<file path="src/rtl/hangman_pkg.sv">
// Shared types and constants for the hangman guess tracker.
package hangman_pkg;

  localparam int unsigned LETTER_W   = 5;
  localparam int unsigned ALPHA_SIZE = 26;
  localparam int unsigned CODE_MIN   = 0;
  localparam int unsigned CODE_MAX   = 25;
  localparam int unsigned WRONG_W    = 3;

  typedef enum logic [1:0] {
    ST_IDLE = 2'd0,
    ST_PLAY = 2'd1,
    ST_WON  = 2'd2,
    ST_LOST = 2'd3
  } state_e;

endpackage

</file>
<file path="src/rtl/guess_tracker_if.sv">
// Guess handshake: the player drives letter/valid, the tracker answers with ready.
interface guess_if;
  import hangman_pkg::*;

  logic [LETTER_W-1:0] guess_letter;
  logic                guess_valid;
  logic                guess_ready;

  modport master (output guess_letter, output guess_valid, input guess_ready);
  modport slave  (input guess_letter, input guess_valid, output guess_ready);
endinterface

</file>
<file path="src/rtl/guess_tracker_letter_decode.sv">
// Letter code to one-hot alphabet bit; codes past Z decode to nothing.
module letter_decode
  import hangman_pkg::*;
(
  input  logic [LETTER_W-1:0]   i_code,
  output logic [ALPHA_SIZE-1:0] o_onehot_c,
  output logic                  o_valid_c
);

  // Range check and one-hot expansion
  always_comb begin
    o_valid_c  = (i_code <= LETTER_W'(CODE_MAX));
    o_onehot_c = '0;
    if (o_valid_c) begin
      o_onehot_c = ALPHA_SIZE'(1) << i_code;
    end
  end

endmodule

</file>
<file path="src/rtl/guess_tracker.sv">
// Tracks guessed letters, wrong guesses and win/loss for one hangman level.
module guess_tracker
  import hangman_pkg::*;
#(
  parameter int unsigned NUM_LETTERS = 6,
  parameter int unsigned MAX_WRONG   = 6
) (
  input  logic                            clk,
  input  logic                            reset,
  input  logic                            start_level,
  input  logic [LETTER_W*NUM_LETTERS-1:0] word,
  input  logic [ALPHA_SIZE-1:0]           mask,
  guess_if.slave                          guess,
  output logic [ALPHA_SIZE-1:0]           guessed,
  output logic [NUM_LETTERS-1:0]          revealed,
  output logic [WRONG_W-1:0]              wrong_count,
  output logic                            repeat_guess,
  output logic                            won_level,
  output logic                            lost_game
);

  localparam int unsigned WORD_W = LETTER_W * NUM_LETTERS;

  state_e                  r_state;
  state_e                  w_state_nxt;
  logic [WORD_W-1:0]       r_word;
  logic [ALPHA_SIZE-1:0]   r_mask;
  logic [ALPHA_SIZE-1:0]   r_guessed;
  logic [WRONG_W-1:0]      r_wrong;
  logic                    r_repeat;
  logic                    r_ready;
  logic                    r_won;
  logic                    r_lost;
  logic                    w_ready_nxt;
  logic                    w_won_nxt;
  logic                    w_lost_nxt;
  logic [ALPHA_SIZE-1:0]   w_onehot;
  logic                    w_code_valid;
  logic                    w_accept;
  logic                    w_already;
  logic                    w_hit;
  logic                    w_all_found;
  logic                    w_wrong_max;
  logic [LETTER_W-1:0]     w_letter;
  logic [NUM_LETTERS-1:0]  w_revealed;

  letter_decode u_dec (
    .i_code     (guess.guess_letter),
    .o_onehot_c (w_onehot),
    .o_valid_c  (w_code_valid)
  );

  // start_level takes priority over a guess offered in the same cycle
  assign w_accept    = guess.guess_valid & r_ready & ~start_level;
  assign w_already   = |(r_guessed & w_onehot);
  assign w_hit       = |(r_mask & w_onehot);
  assign w_all_found = ((r_mask & ~r_guessed) == '0);
  assign w_wrong_max = (r_wrong == WRONG_W'(MAX_WRONG));

  // State register
  always_ff @(posedge clk or posedge reset) begin
    if (reset) r_state <= ST_IDLE;
    else       r_state <= w_state_nxt;
  end

  // Next-state logic; WON/LOST hold until a new level starts
  always_comb begin
    w_state_nxt = r_state;
    if (start_level) begin
      w_state_nxt = ST_PLAY;
    end else begin
      case (r_state)
        ST_PLAY: begin
          if (w_all_found)      w_state_nxt = ST_WON;
          else if (w_wrong_max) w_state_nxt = ST_LOST;
        end
        default: w_state_nxt = r_state;
      endcase
    end
  end

  // Output decode from next state so the registered flags track the state register
  always_comb begin
    w_ready_nxt = 1'b0;
    w_won_nxt   = 1'b0;
    w_lost_nxt  = 1'b0;
    case (w_state_nxt)
      ST_PLAY: w_ready_nxt = 1'b1;
      ST_WON:  w_won_nxt   = 1'b1;
      ST_LOST: w_lost_nxt  = 1'b1;
      default: ;
    endcase
  end

  // Status flag registers
  always_ff @(posedge clk or posedge reset) begin
    if (reset) begin
      r_ready <= 1'b0;
      r_won   <= 1'b0;
      r_lost  <= 1'b0;
    end else begin
      r_ready <= w_ready_nxt;
      r_won   <= w_won_nxt;
      r_lost  <= w_lost_nxt;
    end
  end

  // Level latch and guess bookkeeping
  always_ff @(posedge clk or posedge reset) begin
    if (reset) begin
      r_word    <= '0;
      r_mask    <= '0;
      r_guessed <= '0;
      r_wrong   <= '0;
      r_repeat  <= 1'b0;
    end else begin
      r_repeat <= 1'b0;
      if (start_level) begin
        r_word    <= word;
        r_mask    <= mask;
        r_guessed <= '0;
        r_wrong   <= '0;
      end else if (w_accept && w_code_valid) begin
        if (w_already) begin
          r_repeat <= 1'b1;
        end else begin
          r_guessed <= r_guessed | w_onehot;
          if (!w_hit && !w_wrong_max) r_wrong <= r_wrong + WRONG_W'(1);
        end
      end
    end
  end

  // Reveal each word position whose letter has been guessed (leftmost letter is MSB)
  always_comb begin
    w_revealed = '0;
    w_letter   = '0;
    for (int k = 0; k < int'(NUM_LETTERS); k++) begin
      w_letter = r_word[WORD_W-1-LETTER_W*k -: LETTER_W];
      w_revealed[NUM_LETTERS-1-k] = (w_letter <= LETTER_W'(CODE_MAX)) && r_guessed[w_letter];
    end
  end

  assign guess.guess_ready = r_ready;
  assign guessed           = r_guessed;
  assign revealed          = w_revealed;
  assign wrong_count       = r_wrong;
  assign repeat_guess      = r_repeat;
  assign won_level         = r_won;
  assign lost_game         = r_lost;

endmodule

</file>
<file path="src/flat_wrapper.sv">
// flat-port wrapper written by rule: the top's interface ports become plain ports
module guess_tracker_flat import hangman_pkg::*;
#(
  parameter int unsigned NUM_LETTERS = 6,
  parameter int unsigned MAX_WRONG   = 6
)
  (clk, reset, start_level, word, mask, guessed, revealed, wrong_count, repeat_guess, won_level, lost_game, guess_guess_letter, guess_guess_valid, guess_guess_ready);
  guess_if guess_i ();
  input  logic clk;
  input  logic reset;
  input  logic start_level;
  input  logic [LETTER_W*NUM_LETTERS-1:0] word;
  input  logic [ALPHA_SIZE-1:0] mask;
  output logic [ALPHA_SIZE-1:0] guessed;
  output logic [NUM_LETTERS-1:0] revealed;
  output logic [WRONG_W-1:0] wrong_count;
  output logic repeat_guess;
  output logic won_level;
  output logic lost_game;
  input wire logic [$bits(guess_i.guess_letter)-1:0] guess_guess_letter;
  input wire logic [$bits(guess_i.guess_valid)-1:0] guess_guess_valid;
  output wire logic [$bits(guess_i.guess_ready)-1:0] guess_guess_ready;
  assign guess_i.guess_letter = guess_guess_letter;
  assign guess_i.guess_valid = guess_guess_valid;
  assign guess_guess_ready = guess_i.guess_ready;
  guess_tracker #(.NUM_LETTERS(NUM_LETTERS), .MAX_WRONG(MAX_WRONG)) u_core (.clk(clk), .reset(reset), .start_level(start_level), .word(word), .mask(mask), .guess(guess_i), .guessed(guessed), .revealed(revealed), .wrong_count(wrong_count), .repeat_guess(repeat_guess), .won_level(won_level), .lost_game(lost_game));
endmodule
</file>
<file path="config.mk">
export PLATFORM = sky130hd
export DESIGN_NAME = guess_tracker_flat
export DESIGN_NICKNAME = d
export VERILOG_FILES = /design/src/rtl/hangman_pkg.sv /design/src/rtl/guess_tracker_if.sv /design/src/rtl/guess_tracker_letter_decode.sv /design/src/rtl/guess_tracker.sv /design/src/flat_wrapper.sv
export SDC_FILE = /design/constraint.sdc
export NUM_CORES = 1
export LEC_CHECK = 0
export ABC_AREA = 1
export CAP_MARGIN = 20
export CORE_AREA = 3 3 118 120
export DETAILED_ROUTE_END_ITERATION = 16
export DIE_AREA = 0 0 121 123
export PLACE_DENSITY = 0.73
export SYNTH_ARGS = -nofsm -noshare
export SYNTH_HDL_FRONTEND = slang
export SYNTH_SLANG_ARGS = --single-unit
export TNS_END_PERCENT = 30
</file>
<file path="constraint.sdc">
create_clock -name clk -period 5.5 [get_ports clk]
set_input_delay 0.55 -clock clk [delete_from_list [all_inputs] [get_ports clk]]
set_output_delay 0.55 -clock clk [all_outputs]
set_load 0.01 [all_outputs]
</file>
# After elaboration in Yosys (flattened, before gate mapping)

Cells that the tools add are included.

$add $sub $neg: 1
$mul: 0
Div/mod/pow operators: 0
$lt $le $gt $ge: 13
Equality and inequality tests: 6
Shift-type cells: 1
Multiplexer cells: 30
Bitwise operators: 8
Reductions and logical operators: 17

Operators by type and width:

| operator                                                   | number |
|---|---|
| 2-to-1 mux 26 bit                                          | 4 |
| AND 26 bit                                                 | 3 |
| OR reduction 26 bit                                        | 2 |
| less-than comparator 5 x 6 -> 1 bit, second input constant | 6 |
| less-or-equal comparator 5 bit, second input constant      | 7 |
| binary-select mux 1 bit (select 5 bit)                     | 6 |
| logical NOT 26 bit                                         | 1 |
| NOT 26 bit                                                 | 1 |
| bitwise OR 26 bit                                          | 1 |
| left shift 1 x 5 -> 26 bit, first input constant           | 1 |
| 2-to-1 mux 1 bit                                           | 12 |
| 2-to-1 mux 3 bit                                           | 4 |
| logical AND 1 bit                                          | 8 |
| 2-to-1 mux 2 bit                                           | 4 |
| equality test 2 x 1 -> 1 bit, second input constant        | 2 |
| equality test 2 bit, second input constant                 | 2 |
| nonzero test 2 bit                                         | 2 |
| adder 3 x 1 -> 3 bit, second input constant                | 1 |
| equality test 3 bit, second input constant                 | 1 |
| AND reduction 3 bit                                        | 1 |
| AND 1 bit                                                  | 2 |
| logical NOT 1 bit                                          | 2 |
| != test 2 bit, second input constant                       | 1 |
| AND reduction 2 bit                                        | 1 |
| NOT 1 bit                                                  | 1 |

Flip-flop bits (word level): 91
Latch bits: 0
RAM bits: 0
Bits in read-only memories: 0
Input port bits: 65
Output and inout bits: 39
Word-level logic and storage cells: 85
Memories kept: 0

# Logic depth before layout (Yosys ltp)

Gate-level depths: netlist of the first run.

Depth after elaboration: 10
Mapped depth: 14
Mapped depth without buffers: 13

# By module

Synthesis of the first run repeated with hierarchy kept, for this count alone.

Cell total of the unflattened synthesis: 865
Area, all modules: 5,820.6 sq um

By module, submodules not included:

| module        | instances | cells each | area an instance (sq um) |
|---|---|---|---|
| guess_tracker | 1         | 810        | 5,571.6 |
| letter_decode | 1         | 55         | 249.0 |

# Worst setup path after synthesis of the first run

Ideal clock, no wire load.

Kind: register -> output
From: reg u_core.r_word[5]
To: out revealed[1]
Data arrival time: 1,524 ps
Slack: 3,426 ps
Cell stages (with the launch flop): 10
Cell sequence: dfrtp_1 > clkbuf_1 > inv_1 > clkbuf_1 > o21ai_0 > nand3_1 > nand3_1 > o211ai_1 > inv_1 > a31oi_1

Longest elaborated chain between the ends: 3
Elaborated cells between the ends (all ways): 4

Ends and longest elaborated chain:

| element                                | RTL line             | RTL |
|---|---|---|
| start, declared                        | guess_tracker.sv:26  | `logic [WORD_W-1:0] r_word;` |
| start signal, assigned                 | guess_tracker.sv:119 | `r_word <= word;` |
| binary-select mux 1 bit (select 5 bit) | guess_tracker.sv:140 | `w_revealed[NUM_LETTERS-1-k] = (w_letter <= LETTER_W'(CODE_MAX)) && r_guessed[w_letter];` |
| 2-to-1 mux 1 bit (implied by the code) | guess_tracker.sv:140 |  |
| logical AND 1 bit (*)                  | guess_tracker.sv:140 |  |
| end, declared                          | flat_wrapper.sv:15   | `output logic [NUM_LETTERS-1:0] revealed;` |

Every way passes the cells marked *; elsewhere a longest branch is shown, timed or not. The select of a mux whose other input is x is not followed.

# Final worst setup path of the first run

From: reg u_core.r_word[25]
To: out revealed[5]

Same word-level chain as after synthesis.

==> results of run 1 <==
## flip-flops by register name, indices dropped and copies added, names as in the netlist
register / count
u_core.guess.guess_ready: 1
u_core.guessed: 26
u_core.lost_game: 1
u_core.repeat_guess: 1
u_core.r_word: 30
u_core.r_state: 2
u_core.wrong_count: 3
u_core.won_level: 1
u_core.r_mask: 26
## worst max-delay path, stage by stage, from the launching register on
cell and delay, ps:
dfrtp_1 500, clkinv_1 410, o21ai_0 290, a21oi_1 60, o21ai_0 180, nand3_1 100, nand2_1 90, nor2_1 40
a21oi_1 150, clkdlybuf4s50_1 560
## power groups by stage
| stage | Sequential [mW] | Combinational, mW | Clock [mW] |
|---|---|---|---|
| detailed placement | 0.770 | 0.333 | 0 |
| finish | 0.759 | 0.336 | 0.667 |
| global route | 0.766 | 0.378 | 0.707 |
| floorplan | 0.752 | 0.220 | 0 |
| CTS | 0.758 | 0.335 | 0.678 |
| global placement | 0.770 | 0.328 | 0 |
## metrics by stage
step	hold WS, ps	utilization [%]	setup slack [ps]
finish	515	54.4	2230
detailed placement	504	51.9	2250
global route	541	54.4	1950
floorplan	464	-	2590
CTS	520	54.4	2250
global placement	489	51.9	2350
## cell families after synthesis
family                   after synthesis
AND/OR/NAND/NOR                      324
AO/OA/AOI/OAI                        281
buffers and inverters                139
flip-flops                            91
adder cells (fa/ha/maj)                2
XOR/XNOR                               1
## worst max path at each step
stage | endpoint | slack [ps] | start
floorplan | u_core.guess.guess_ready$_DFF_PP0_ | 2590 | reset
global placement | u_core.guessed[14]$_DFFE_PP0P_ | 2350 | guess_guess_letter[4]
detailed placement | u_core.guessed[19]$_DFFE_PP0P_ | 2250 | guess_guess_letter[4]
CTS | revealed[5] | 2250 | u_core.r_word[25]$_DFFE_PP0P_
global route | revealed[5] | 1950 | u_core.r_word[25]$_DFFE_PP0P_
finish | revealed[5] | 2230 | u_core.r_word[25]$_DFFE_PP0P_
## layout by cell type, fill, tap and decap left out, types with 11 or more instances in the layout
| master | n |
|---|---|
| a21oi_1 | 100 |
| clkdlybuf4s50_1 | 102 |
| dfrtp_1 | 91 |
| inv_1 | 83 |
| nand2_1 | 178 |
| nand3_1 | 33 |
| nand4_1 | 21 |
| nor2_1 | 72 |
| o21ai_0 | 148 |
| o22ai_1 | 11 |
## area by class of cell
| cell class | instances | area share [%] |
|---|---|---|
| clock buffer | 10 | 3.22 |
| clock inverter | 6 | 1.27 |
| inverter | 93 | 4.96 |
| multi-input combinational | 608 | 40.8 |
| sequential | 91 | 32.0 |
| tap | 176 | 3.10 |
| timing repair buffer | 105 | 14.7 |
## routing by layer
metal  track usage, %  vias to the layer above  part of all wire (%)
met2             36.9                      305                    42
met3             3.48                       47                    10
met5                0                        -                     0
met4             9.92                        0                   3.0
li1                 -                     2944                     -
met1             38.2                     2769                    44
==> flow_summary.toml, run 1 <==
[outcome]
run_status = "complete, no violations"

[setup_path]
rr_worst_depth = 9
critical_path.max_fanout = 18
timing_worst_setup_path_type = "flop to output pin"
crit-reg2reg-launch = "u_core.guessed[23]$_DFFE_PP0P_"
regToRegSetupSlack_ps = 3510
critical_path.endpoint_type = "output pin"
crit-reg2reg-capture = "u_core.guessed[19]$_DFFE_PP0P_"
cp-start-kind = "flop"
worst_ep_required_time_ps = 4950
critPathArrivalTime_ps = 2720

[cts]
cts.root.buffer_cell = "clkbuf_16"
num_cts_buffers = 9
ctsHoldBuffers = 0
number_of_buffers_between_clock_root_and_the_deepest_sink = 2
clock_tree_from_tritoncts = "built"
clock_insertion_delay_worst_skew_ps = 350
path_clk_slew_ps = 60
post_cts_gate_resize_count = 0
cts_sinks = 91
cts.repair_timing.setup_buffer_count = 0
cts_htree_levels = 3

[synthesis]
yosys_register_bits = 91
yosys_warnings = 0
ys_seq_area_share_pct = 39.6
post_synth_inst_count = 838
synth-main-ff-cell = "dfrtp_1"
synth.lib_cells_used.distinct = 35
synth.area.mux_share_pct = 0
synth.area.top_cells = "dfrtp_1 40%, o21ai_0 13%, nand2_1 12%"
asyncSetResetFlopFracSynth_pct = 100
synth_adder_area_share_pct = 0.435
avgSynthCellArea_sq_um = 6.87
synth.cell_area_sq_um = 5750
synth.cells.most_frequent = "178 x nand2_1, 148 x o21ai_0, 100 x a21oi_1"
synth-compound-area-share_pct = 25.6
synthXorXnorAreaFrac_pct = 0.152
synth_most_common_cell = "nand2_1"
synth_largest_area_cell = "dfrtp_1"
synth.net_count = 905
synth_enable_flop_cells = 0
synth-simple-area-share_pct = 24.2
dominant_combinational_cell_family_by_area_after_synthesis = "compound AO/OA/AOI/OAI gates"
yosys.area.top_type_share_pct = 39.6

[timing]
max_clock_freq_mhz = 306
worst_clock_skew_ps = 6.93
final.min_clock_period_ps = 3270
final.setup.tns_ps = 0
final_hold_viol_count = 0
drv_slew = 0
slew-limit-headroom_pct = 48.1
final_min_period_over_clock_period_pct = 59.4
worst_slew_pin_slew_ps = 779
setup_viol = 0
unrepaired_setup_endpoints_after_global_routing = "no"

[routing]
initialDrtViolationCount = 957
postRouteWirelength_um = 18700
dr_total_vias = 6065
route.antenna.remaining_nets = 0
detail_route.first_pass.iterations = 5
routed_via_density = 5.57
wl_per_cell_um = 17.1
drc = 0

[floorplanning]
die_height_um = 123
die_width_um = 121
fp.dieArea_sq_um = 14900
placement_rows = 42
fp.coreArea_sq_um = 13100
start_util_pct = 44.0
pin_count = 104

[pwr]
netSwitchingFraction_pct = 28.9
power_frac_comb_pct = 19.1
p_clk_share_pct = 37.8
p_sw_mw = 0.509
part_of_the_power_in_registers_pct = 43.1
vdd_drop_max_uv = 169
internal_power_mw = 1.25
total_power_mw = 1.76
power.density_nw_per_um2 = 248
power_leakage_nw = 3.08

[hold_path]
hold_start = "u_core.r_word[29]$_DFFE_PP0P_"
hold_depth = 2
min_delay_worst_endpoint = "u_core.r_word[29]$_DFFE_PP0P_"
hold_path.class = "flop to flop"

[grt]
grt_usage_pct = 25.4
grt_first_pass_wirelength_um = 29200
vias_in_the_first_global_route = 5457
gr-total-overflow = 0
antenna_violations_before_repair = 0
grt_max_degree = 88

[cells_and_area]
layout-drive-gt1-share_pct = 3.94
flow.area_growth_from_synthesis_pct = 23.6
multiInputGateArea_sq_um = 2900
fin_nets = 975
ff_latch_area_sq_um = 2280
finish.instance_area_sq_um = 7110
fillers = 1248
instances_no_fill = 1089
n_antenna_cell = 0

[place]
place_congestion = 1.02
postPlaceCellArea_sq_um = 6790
buffer_ports.inserted = 103
post-place-cells = 1073
dpl.hpwl_um = 13400

[run]
drv.max_cap_violation_count = 0
Power figures use the tool's default switching activity.
==> inputs of run 2 (changes only) <==
==> constraint.sdc (replaced) <==
create_clock -name clk -period 3.2 [get_ports clk]
set_input_delay 0.32 -clock clk [delete_from_list [all_inputs] [get_ports clk]]
set_output_delay 0.32 -clock clk [all_outputs]
set_load 0.01 [all_outputs]
==> run 2 against run 1 <==
Effect of this change: clock power rose by 78%; die area did not move; clock-buffer cell count did not move; total power rose by 75%; clock skew rose by 2.2 ps; critical path type unchanged; combinational power rose by 74%; global-route usage rose by 1.1 points; wire length rose by 2.8%; largest power group unchanged.
==> flow_summary.toml, run 2 (synthesis gave the netlist of run 1 again) <==
[floorplanning]
fp.dieArea_sq_um = 14900
fp.coreArea_sq_um = 13100
die_width_um = 121
placement_rows = 42
pin_count = 104
die_height_um = 123
start_util_pct = 44.0

[cts]
path_clk_slew_ps = 70
num_cts_buffers = 9
clock_insertion_delay_worst_skew_ps = 360
cts_htree_levels = 3
post_cts_gate_resize_count = 0
number_of_buffers_between_clock_root_and_the_deepest_sink = 2
cts_sinks = 91
cts.repair_timing.setup_buffer_count = 0
ctsHoldBuffers = 0
clock_tree_from_tritoncts = "built"
cts.root.buffer_cell = "clkbuf_16"

[setup_path]
timing_worst_setup_path_type = "flop to output pin"
critical_path.max_fanout = 14
regToRegSetupSlack_ps = 1230
worst_ep_required_time_ps = 2880
critPathArrivalTime_ps = 2620
cp-start-kind = "flop"
critical_path.endpoint_type = "output pin"
rr_worst_depth = 9

[pwr]
power_leakage_nw = 3.11
power.density_nw_per_um2 = 429
vdd_drop_max_uv = 261

[place]
place_congestion = 1.00
dpl.hpwl_um = 13700
buffer_ports.inserted = 103
post-place-cells = 1078

[cells_and_area]
register_ranked_first_by_flip_flop_count = "u_core.r_word"
multiInputGateArea_sq_um = 2900
fin_nets = 980
final_cell_mix = "178 x nand2_1, 148 x o21ai_0, 102 x clkdlybuf4s50_1"
layout-drive-gt1-share_pct = 4.68
largest_register_ffs = 30
n_antenna_cell = 0
most_common_cell_after_layout_fill_and_taps_aside = "nand2_1"
fillers = 1287
ff_latch_area_sq_um = 2280
instances_no_fill = 1094
flow.area_growth_from_synthesis_pct = 24.7

[routing]
drc = 0
wl_per_cell_um = 17.5
initialDrtViolationCount = 828
route.antenna.remaining_nets = 0
dr_total_vias = 6119
routed_via_density = 5.59
postRouteWirelength_um = 19200
detail_route.first_pass.iterations = 6

[timing]
worst_slew_pin_slew_ps = 744
drv_slew = 0
final.setup.tns_ps = 0
worst_clock_skew_ps = 9.15
final_hold_viol_count = 0
setup_viol = 0
unrepaired_setup_endpoints_after_global_routing = "no"
final.min_clock_period_ps = 2940
slew-limit-headroom_pct = 50.4
hold-worst-slack_ps = 397
max_clock_freq_mhz = 340
final_min_period_over_clock_period_pct = 91.9

[grt]
antenna_violations_before_repair = 0
grt_usage_pct = 26.5
vias_in_the_first_global_route = 5537
gr-total-overflow = 0
grt_max_degree = 79
grt_first_pass_wirelength_um = 30300

[outcome]
run_status = "complete, no violations"

[run]
drv.max_cap_violation_count = 0

[hold_path]
hold_path.class = "input port to async pin"
[run 2: cell type report]
| cell class | count | share of cell area (%) |
|---|---|---|
| Multi-Input combinational cell | 608 | 40.4 |
| Timing Repair Buffer | 110 | 15.2 |
| Clock inverter | 6 | 1.24 |
| Tap cell | 176 | 3.07 |
| Inverter | 93 | 4.97 |
| Clock buffer | 10 | 3.33 |
| Sequential cell | 91 | 31.7 |
[run 2: metrics by stage]
stage	cell area [sq um]	utilization, %	power (mW)	setup WS (ps)
finish	7180	54.8	3.08	260
global route	7180	54.8	3.23	3.05
CTS	7170	54.8	3.08	224
detailed placement	6840	52.3	1.90	570
global placement	6840	52.3	1.89	615
floorplan	5750	-	1.67	516
[run 2: path summary, 6_finish.rpt]
kind                                                start                                 end
max in group asynchronous                           reset        u_core.r_word[7]$_DFFE_PP0P_
setup reg to reg           u_core.guessed[25]$_DFFE_PP0P_  u_core.guess.guess_ready$_DFF_PP0_
min in group clk            u_core.r_word[29]$_DFFE_PP0P_       u_core.r_word[29]$_DFFE_PP0P_
hold / removal                                      reset        u_core.r_mask[9]$_DFFE_PP0P_
setup / recovery             u_core.r_word[0]$_DFFE_PP0P_                         revealed[0]
hold reg to reg             u_core.r_word[29]$_DFFE_PP0P_       u_core.r_word[29]$_DFFE_PP0P_
[run 2: worst max-delay path, cell delays in order, from the launching register on]
cell             delay, ps
dfrtp_1                570
inv_1                  270
a21oi_1                170
o21ai_0                100
a21oi_1                140
a31oi_1                 70
o21ai_0                250
nand2_1                 80
nand2_1                 70
clkdlybuf4s50_1        540
[run 2: power by group]
part           switching (mW)  internal [mW]  leakage [nW]
sequential             0.0818           1.22          1.16
clock                   0.480          0.706         0.155
combinational           0.337          0.247          1.80
[run 2: routing by layer]
layer	share of wire (%)	wire (um)	GRT usage, %	up-vias
met2	43	8300	38.9	342
li1	-	-	-	2953
met1	44	8470	38.6	2779
met4	2.6	504	9.07	0
met5	0	0	0	-
met3	10	1920	6.04	45
==> inputs of run 3 (changes only) <==
--- a/config.mk
+++ b/config.mk
@@ -10,7 +10,8 @@
 export CORE_AREA = 3 3 118 120
 export DETAILED_ROUTE_END_ITERATION = 16
 export DIE_AREA = 0 0 121 123
-export PLACE_DENSITY = 0.73
+export PLACE_DENSITY = 0.67
+export REMOVE_ABC_BUFFERS = 1
 export SYNTH_ARGS = -nofsm -noshare
 export SYNTH_HDL_FRONTEND = slang
 export SYNTH_SLANG_ARGS = --single-unit
==> run 3 against run 2 <==
Effect of this change: die area is the same; non-clock buffer count is the same; combinational power is essentially flat; via count shrank 0.62%; flip-flop and latch count is the same; clock power shrank 7%; cell count is the same; cell area shrank 0.28%; sequential share of layout area grew 0.089 points; worst setup slack lost 33 ps; critical endpoint is now revealed[2]; hold slack lost 22 ps.
==> flow_summary.toml, run 3 (synthesis gave the netlist of run 1 again) <==
[routing]
met2RoutedLength_um = 8880
initialDrtViolationCount = 706
detail_route.first_pass.iterations = 6
wl_per_cell_um = 17.8
dr_total_vias = 6081
drc = 0
top_signal_layer_used = "met4"
route.antenna.remaining_nets = 0
wl_met1_um = 8510
wl_met3_um = 1570
postRouteWirelength_um = 19400
routed_via_density = 5.56

[floorplanning]
fp.dieArea_sq_um = 14900
fp.coreArea_sq_um = 13100
placement_rows = 42
pin_count = 104
die_width_um = 121
die_height_um = 123
start_util_pct = 44.0

[pwr]
part_of_the_power_in_registers_pct = 43.5
internal_power_mw = 2.14
netSwitchingFraction_pct = 28.5
p_sw_mw = 0.853
total_power_mw = 3.00
power_leakage_nw = 3.11
power.density_nw_per_um2 = 419
p_clk_share_pct = 37.0
power_frac_comb_pct = 19.5
vdd_drop_max_uv = 226

[timing]
max_clock_freq_mhz = 336
setup_viol = 0
final_critical_path_setup_slack_ps = 227
final_min_period_over_clock_period_pct = 92.9
slew-limit-headroom_pct = 53.7
drv_slew = 0
worst_slew_pin_slew_ps = 694
hold-worst-slack_ps = 375
final.min_clock_period_ps = 2970
final.setup.tns_ps = 0
unrepaired_setup_endpoints_after_global_routing = "no"
final_hold_viol_count = 0
worst_clock_skew_ps = 4.01

[cells_and_area]
final_cell_mix = "178 x nand2_1, 148 x o21ai_0, 102 x clkdlybuf4s50_1"
layout-drive-gt1-share_pct = 4.36
largest_register_ffs = 30
instances_no_fill = 1094
most_common_cell_after_layout_fill_and_taps_aside = "nand2_1"
ff_latch_area_sq_um = 2280
finish.utilization_pct = 54.7
multiInputGateArea_sq_um = 2900
n_antenna_cell = 0
flow.area_growth_from_synthesis_pct = 24.4
finish.instance_area_sq_um = 7160
fillers = 1289
fin_nets = 980
register_ranked_first_by_flip_flop_count = "u_core.r_word"

[grt]
grt_max_degree = 78
grt_first_pass_wirelength_um = 30400
gr-total-overflow = 0
vias_in_the_first_global_route = 5677
grt_usage_pct = 26.3
antenna_violations_before_repair = 0

[setup_path]
cp_top_family = "buffers and inverters"
crit-reg2reg-launch = "u_core.guessed[1]$_DFFE_PP0P_"
crit-reg2reg-capture = "u_core.guessed[14]$_DFFE_PP0P_"
rr_worst_depth = 9
regToRegSetupSlack_ps = 1180
critical_path_cell_count = 7
cp_num_buf_inv = 2
critical-path-max-stage-delay_ps = 560
critical_path.max_fanout = 19
crit_end = "revealed[2]"
worst_ep_required_time_ps = 2880
critPathArrivalTime_ps = 2650
cp-start-kind = "flop"
startpoint = "u_core.r_word[10]$_DFFE_PP0P_"
timing_worst_setup_path_type = "flop to output pin"
critical_path.endpoint_type = "output pin"
cpMaxStageDelayCell = "clkdlybuf4s50_1"
worstPathCellList = "clkinv_1, o21ai_0, a21oi_1, o21ai_0, nand3_1, a21oi_1, clkdlybuf4s50_1"

[hold_path]
hold_path.class = "input port to async pin"

[cts]
cts_htree_levels = 3
cts.root.buffer_cell = "clkbuf_16"
path_clk_slew_ps = 60
number_of_buffers_between_clock_root_and_the_deepest_sink = 2
clock_insertion_delay_worst_skew_ps = 350
clock_tree_from_tritoncts = "built"
cts_sinks = 91
num_cts_buffers = 9

[place]
placement.setup.worst_slack_ps = 467
post-place-cells = 1078
postPlaceCellArea_sq_um = 6840
place_congestion = 0.990
dpl.hpwl_um = 13800
buffer_ports.inserted = 103

[run]
drv.max_cap_violation_count = 0

[outcome]
run_status = "complete, no violations"
-- run 3: changes by cell type in the layout (fill, tap and decap cells not counted), sizes merged --
cell | before | now
clkinv | 5 | 3
clkbuf | 10 | 15
clkinvlp | 3 | 1
bufinv | 2 | 1
-- run 3: layer usage --
metal	vias up	global-route usage, %
met5	-	0
met4	0	9.92
met3	47	4.21
li1	2959	-
met1	2798	36.0
met2	277	42.1
-- run 3: layout make-up --
type	instances	share of cell area (%)
Inverter	93	4.98
Sequential cell	91	31.8
Clock inverter	1	0.420
Tap cell	176	3.08
Multi-Input combinational cell	608	40.5
Clock buffer	15	3.88
Timing Repair Buffer	110	15.3
-- run 3: power by group through the flow --
stage | clock, mW | sequential (mW) | combinational [mW]
after floorplan | 0 | 1.30 | 0.320
after global placement | 0 | 1.32 | 0.571
after detailed placement | 0 | 1.32 | 0.578
after CTS | 1.13 | 1.30 | 0.581
after global routing | 1.17 | 1.32 | 0.655
final | 1.11 | 1.30 | 0.583
-- run 3: how the worst min path moves through the flow --
stage | from | to | cells after the start
final | reset | u_core.r_word[10]$_DFFE_PP0P_ | 2
after global routing | reset | u_core.r_word[18]$_DFFE_PP0P_ | 2
after CTS | reset | u_core.r_word[18]$_DFFE_PP0P_ | 2
after detailed placement | u_core.r_word[29]$_DFFE_PP0P_ | u_core.r_word[29]$_DFFE_PP0P_ | 2
after global placement | u_core.r_word[29]$_DFFE_PP0P_ | u_core.r_word[29]$_DFFE_PP0P_ | 2
after floorplan | start_level | u_core.guessed[0]$_DFFE_PP0P_ | 1
-- run 3: timing repair --
| action | in CTS | in global routing |
|---|---|---|
| hold buffers | 0 | 0 |
| resized for setup | 0 | 1 |
| setup buffers | 0 | 0 |
| setup endpoints to repair | 0 | 1 |
-- run 3: worst register-to-register path: cells and delay by family (launching register included) --
| kind | cells | cell delay [ps] |
|---|---|---|
| flops | 1 | 530 |
| simple gates | 5 | 560 |
| compound gates | 2 | 260 |
| buf+inv | 2 | 570 |
